File: src/rtl/power_down_sequence.sv
// power_down_sequence: on pd_req, forces reset_1 then reset_2 low with ms delays, then acks with pd_done.
module power_down_sequence #(
  parameter int C_CLK_FREQ     = 100_000,
  parameter int R1_TO_R2_DELAY = 5,
  parameter int OFF_DELAY      = 10
) (
  input  logic clk,
  input  logic reset,
  input  logic reset_1_in,
  input  logic reset_2_in,
  input  logic pd_req,
  output logic reset_1,
  output logic reset_2,
  output logic pd_done,
  output logic pd_busy
);
  localparam int R1_CYCLES  = (R1_TO_R2_DELAY * C_CLK_FREQ > 1) ? R1_TO_R2_DELAY * C_CLK_FREQ : 1;
  localparam int OFF_CYCLES = (OFF_DELAY * C_CLK_FREQ > 1) ? OFF_DELAY * C_CLK_FREQ : 1;
  localparam int CW         = $clog2(R1_CYCLES > OFF_CYCLES ? R1_CYCLES : OFF_CYCLES) + 1;
  typedef enum logic [1:0] {IDLE, R1_OFF, R2_OFF, DONE} state_t;
  state_t state;
  logic [CW-1:0] cnt;
  // outputs decode the pre-edge state, so they lag the state by one cycle
  always_ff @(posedge clk or posedge reset)
    if (reset) begin
      state   <= IDLE;
      cnt     <= '0;
      reset_1 <= 1'b0;
      reset_2 <= 1'b0;
      pd_done <= 1'b0;
      pd_busy <= 1'b0;
    end else begin
      reset_1 <= reset_1_in && state == IDLE;
      reset_2 <= reset_2_in && (state == IDLE || state == R1_OFF);
      pd_done <= state == DONE;
      pd_busy <= state == R1_OFF || state == R2_OFF;
      case (state)
        IDLE: begin
          cnt <= '0;
          if (pd_req) state <= R1_OFF;
        end
        R1_OFF:
          if (cnt == CW'(R1_CYCLES - 1)) begin
            state <= R2_OFF;
            cnt   <= '0;
          end else cnt <= cnt + CW'(1);
        R2_OFF:
          if (cnt == CW'(OFF_CYCLES - 1)) begin
            state <= DONE;
            cnt   <= '0;
          end else cnt <= cnt + CW'(1);
        default: if (!pd_req) state <= IDLE;
      endcase
    end
endmodule
File: config.mk
export PLATFORM = sky130hd
export DESIGN_NAME = power_down_sequence
export DESIGN_NICKNAME = d
export VERILOG_FILES = /design/src/rtl/power_down_sequence.sv
export SDC_FILE = /design/constraint.sdc
export NUM_CORES = 1
export LEC_CHECK = 0
export CAP_MARGIN = 20
export CORE_ASPECT_RATIO = 0.9
export CORE_MARGIN = 4
export CORE_UTILIZATION = 57
export CTS_CLUSTER_SIZE = 12
export DETAILED_ROUTE_END_ITERATION = 6
export HOLD_SLACK_MARGIN = 0.1
export PLACE_DENSITY_LB_ADDON = 0.1
export SETUP_SLACK_MARGIN = 0.15
export SLEW_MARGIN = 30
export SYNTH_ARGS = -nofsm -noshare
export SYNTH_HDL_FRONTEND = slang
export SYNTH_SLANG_ARGS = --single-unit
export TNS_END_PERCENT = 10
File: constraint.sdc
create_clock -name clk -period 5 [get_ports clk]
set_input_delay 1 -clock clk [delete_from_list [all_inputs] [get_ports clk]]
set_output_delay 1 -clock clk [all_outputs]
set_load 0.02 [all_outputs]
# After elaboration in Yosys (flattened, before gate mapping)
# Cells that the tools add are included.
# totals
ff_bits,27
latchBits,0
mem_bits_rw,0
rom_bits,0
input_bits,5
out_inout_bits,4
n_memories,0
# classes
add_sub_neg,1
multipliers,0
n_div,0
magnitude_cmp,0
eq_ne,9
shift,0
n_mux,8
bitwise,0
n_reduce_logical,7
# op_table
cell,n
case mux 21 bit (3 select lines),1
2-to-1 mux 21 bit,2
adder 21 x 1 -> 21 bit (second input constant),1
equality test 21 x 19 -> 1 bit (second input constant),1
equality test 21 x 20 -> 1 bit (second input constant),1
2-to-1 mux 2 bit,4
case mux 2 bit (3 select lines),1
equality test 2 bit (second input constant),2
!= test 2 x 1 -> 1 bit (second input constant),2
!= test 4 x 1 -> 1 bit (second input constant),1
AND reduction 4 bit,1
nonzero test 3 bit,1
equality test 2 x 1 -> 1 bit (second input constant),1
logical AND 1 bit,2
zero test 2 bit,1
logical OR 1 bit,2
!= test 2 bit (second input constant),1

# Depth between registers and ports, before layout
# depth
ltp_word,3
ltp_mapped,8
ltp_nobuf,7

# Worst setup path after synthesis
# No wires, ideal clock.
# synth_path
kind,register to register
from,register cnt[6]
to,register cnt[9]
setup_time_ns,0.126
t_arrival_ns,2.268
setup_slack_ns,2.606
stages_incl_launch_ff,8
path_buffers,1
synth_period_minus_slack_ns,2.394
path_cell_list,dfrtp_1 -> or4_1 -> or3_4 -> o311ai_4 -> and2_1 -> buf_4 -> nor2_2 -> a221o_1
# synth_between
elab_chain_len,3
elab_cells_between_ends,6
classes_between,add/sub (1); eq/ne (2); mux (3)
# synth_rtl
item,line,rtl
start: declaration,22,logic [CW-1:0] cnt;
start signal: assignment,46,end else cnt <= cnt + CW'(1);
start signal: assignment,51,end else cnt <= cnt + CW'(1);
"adder 21 x 1 -> 21 bit, or another cell as far along","46, 51",
2-to-1 mux 21 bit (on tied branches),"48, 43",
case mux 21 bit (3 select lines) *,37,case (state)
# Every way passes the cells marked *; elsewhere a longest branch is shown, timed or not.
# A chain may end at the register's enable or synchronous reset.

# Worst setup path after layout
# Ends and elaborated chain as after synthesis.

==> flow_summary.json <==
{
  "finalSetupTns_ns": 0,
  "critPathMaxStageDelay_ns": 0.56,
  "drv_slew": 0,
  "relSlewSlack": 0.597,
  "ys_warn_count": 0,
  "worst-path-max-fanout": 9,
  "wl_met2_mm": 1.53,
  "vias_per_cell": 6.51,
  "worst_path_max_delay_cell": "or4_1",
  "rrSetupSlack_ns": 2.38,
  "crit_start": "cnt[6]$_DFFE_PP0P_",
  "reg2reg_from": "cnt[6]$_DFFE_PP0P_",
  "clock_sinks": 27,
  "hold_class": "reg2reg",
  "worst-path-stages": 6,
  "fillCellCount": 218,
  "swShare": 0.211,
  "hold_viol_final": 0,
  "critPathTopFamily": "simple AND/OR/NAND/NOR gates",
  "dpl.hpwl_mm": 2.44,
  "cts_repair_resize_count": 0,
  "areaGrowthSynthToFinish_pct": 7.66,
  "coreArea_um2": 2530,
  "vdd.ir_drop.worst_mv": 0.159,
  "syn_nets": 181,
  "tightestPinTransition_ns": 0.600,
  "cts_made_buffers": 3,
  "diodes": 0,
  "synth_area_um2": 1570,
  "cts_root_buf": "clkbuf_4",
  "internal_power_uw": 253,
  "antenna_found_initial": 0,
  "grt_overflow": 0,
  "htreeDepth": 1,
  "multi_input_area_um2": 855,
  "rr_worst_depth": 6,
  "path_class": "reg2reg",
  "yosys-top-cells-area": "dfrtp_1, ha_1, nor2_1",
  "gp_congestion": 0.866,
  "tritoncts": "yes",
  "grtUsageTotal": 0.198,
  "skew_ns": 0.0175,
  "wirelength_mm": 3.31,
  "ys_types": 40,
  "die_area_um2": 3650,
  "yosysTopAreaCell": "dfrtp_1",
  "ctsHoldBuffers": 0,
  "synthFlopType": "dfrtp_1",
  "cp-endpoint": "cnt[9]$_DFFE_PP0P_",
  "cp.required_ns": 5.24,
  "wl_met1_mm": 1.49,
  "nets": 189,
  "avgSynthCellArea_um2": 9.22,
  "drc_errors": 0,
  "die_x_um": 63.3,
  "path_buf_inv": 0,
  "syn_inst": 170,
  "instances_no_fill": 205,
  "grt_first_pass_wirelength_mm": 5.78,
  "crit_chain": "or4_1 > or3_4 > o311ai_4 > and2_1 > nor2_2 > a221o_1",
  "total_power_uw": 320,
  "maxCapViolations": 0,
  "synth_enable_flop_cells": 0,
  "drive_gt1_frac": 0.0904,
  "synth_common_cells": "dfrtp_1, nor2_1, nand2_1",
  "start_util": 0.619,
  "rows": 17,
  "ios": 9,
  "p_leak_nw": 0.720,
  "end_kind": "flip-flop",
  "fmax_mhz": 382,
  "cp-start-kind": "flip-flop",
  "grt_max_degree": 31,
  "vias": 1335,
  "wl_met3_um": 229,
  "drtIter0Drc": 125,
  "wl_per_cell_um": 16.2,
  "synth_top_area_share": 0.431,
  "postCtsSetupBuffers": 0,
  "r2r_end": "cnt[9]$_DFFE_PP0P_",
  "regArea_um2": 676,
  "grt_pass1_vias": 1264,
  "final.min_clock_period_ns": 2.62,
  "drt-pass1-iter-count": 5,
  "clkTransAtPathRegs_ns": 0.15,
  "dpl.cell_count": 201,
  "status": "finished, final reports clean",
  "power.switching_uw": 67.6,
  "ys_seq_area_frac": 0.431,
  "io_buffer_count": 8,
  "async_flop_share": 1.00,
  "p_clk_frac": 0.288,
  "ant_nets": 0,
  "die-height_um": 57.8,
  "post-route-period-util": 0.524,
  "comb_power_share": 0.029,
  "rsz0062_at_grt": "false",
  "synth_seq_cells": 27,
  "seq_power_share": 0.684,
  "synth.most_common_cell": "dfrtp_1",
  "setup_viol_count_final": 0,
  "routed.top_layer": "met4",
  "cp.arrival_ns": 2.85,
  "powerDensity_nw_per_um2": 190,
  "insertion_delay_ns": 0.33,
  "cts_buffer_depth": 2
}
==> metrics by stage <==
step,hold WS [ns],worst slack (ns),util,cell area (um^2)
floorplan,0.480,2.61,-,1570
global placement,0.504,2.43,0.655,1660
detailed placement,0.521,2.37,0.655,1660
CTS,0.540,2.36,0.666,1690
global route,0.583,2.24,0.667,1690
finish,0.536,2.38,0.667,1690
==> area by class of cell <==
cell class | count | share of cell area
Clock inverter | 1 | 0.00297
Sequential cell | 27 | 0.400
Multi-Input combinational cell | 134 | 0.506
Inverter | 4 | 0.00890
Timing Repair Buffer | 8 | 0.0474
Clock buffer | 3 | 0.0133
Tap cell | 28 | 0.0208
==> how the worst min path moves through the flow <==
stage                             start                  end  depth (start not counted)
finish              cnt[19]$_DFFE_PP0P_  cnt[19]$_DFFE_PP0P_                          1
global route        cnt[19]$_DFFE_PP0P_  cnt[19]$_DFFE_PP0P_                          1
CTS                 cnt[19]$_DFFE_PP0P_  cnt[19]$_DFFE_PP0P_                          1
detailed placement  cnt[19]$_DFFE_PP0P_  cnt[19]$_DFFE_PP0P_                          1
global placement    cnt[19]$_DFFE_PP0P_  cnt[19]$_DFFE_PP0P_                          1
floorplan           cnt[19]$_DFFE_PP0P_  cnt[19]$_DFFE_PP0P_                          1
==> cells in the final DEF (no fill, tap or decap), types with 2 or more instances in the layout <==
cell type / Yosys / routed
dfrtp_1: 27 / 27
nor2_1: 19 / 19
nand2_1: 18 / 18
nand3_1: 12 / 12
o21ai_0: 12 / 12
a21o_1: 8 / 8
a22o_1: 8 / 8
clkdlybuf4s50_1: 0 / 8
nand4_1: 5 / 5
mux2i_1: 5 / 5
ha_1: 6 / 5
a21oi_1: 4 / 4
or2_2: 4 / 4
nor3_1: 3 / 3
and2_1: 3 / 3
nand2b_1: 3 / 3
o31ai_1: 3 / 3
inv_1: 4 / 3
clkbuf_4: 0 / 3
or4_1: 2 / 2
and3_1: 2 / 2
==> registers in the layout (all words and copies together) (netlist names) <==
name	flops
cnt	21
state	2
pd_busy	1
pd_done	1
reset_2	1
reset_1	1
==> layer usage <==
metal | vias to the layer above | GRT usage
met5 | - | 0
met4 | 0 | 0.0615
met3 | 10 | 0.0465
met2 | 64 | 0.310
met1 | 628 | 0.275
li1 | 633 | -
==> cell families (layout without fill, tap and decap cells) <==
family | count (synthesis) | in the layout | synth area share
muxes | 6 | 6 | 0.0391
buffers and inverters | 9 | 16 | 0.0255
adders and majority gates | 6 | 6 | 0.0479
DFF | 27 | 27 | 0.431
and+or+nand+nor | 79 | 79 | 0.255
AOI/OAI and AO/OA | 43 | 43 | 0.201
==> power by group through the flow <==
stage / Combinational, mW / Sequential [mW] / Clock (mW)
floorplan: 0.00370 / 0.224 / 0
global placement: 0.00932 / 0.223 / 0
detailed placement: 0.00962 / 0.223 / 0
CTS: 0.00966 / 0.219 / 0.0979
global route: 0.0107 / 0.219 / 0.106
finish: 0.00919 / 0.219 / 0.0921
No activity file was read; power rests on OpenSTA's default activity.
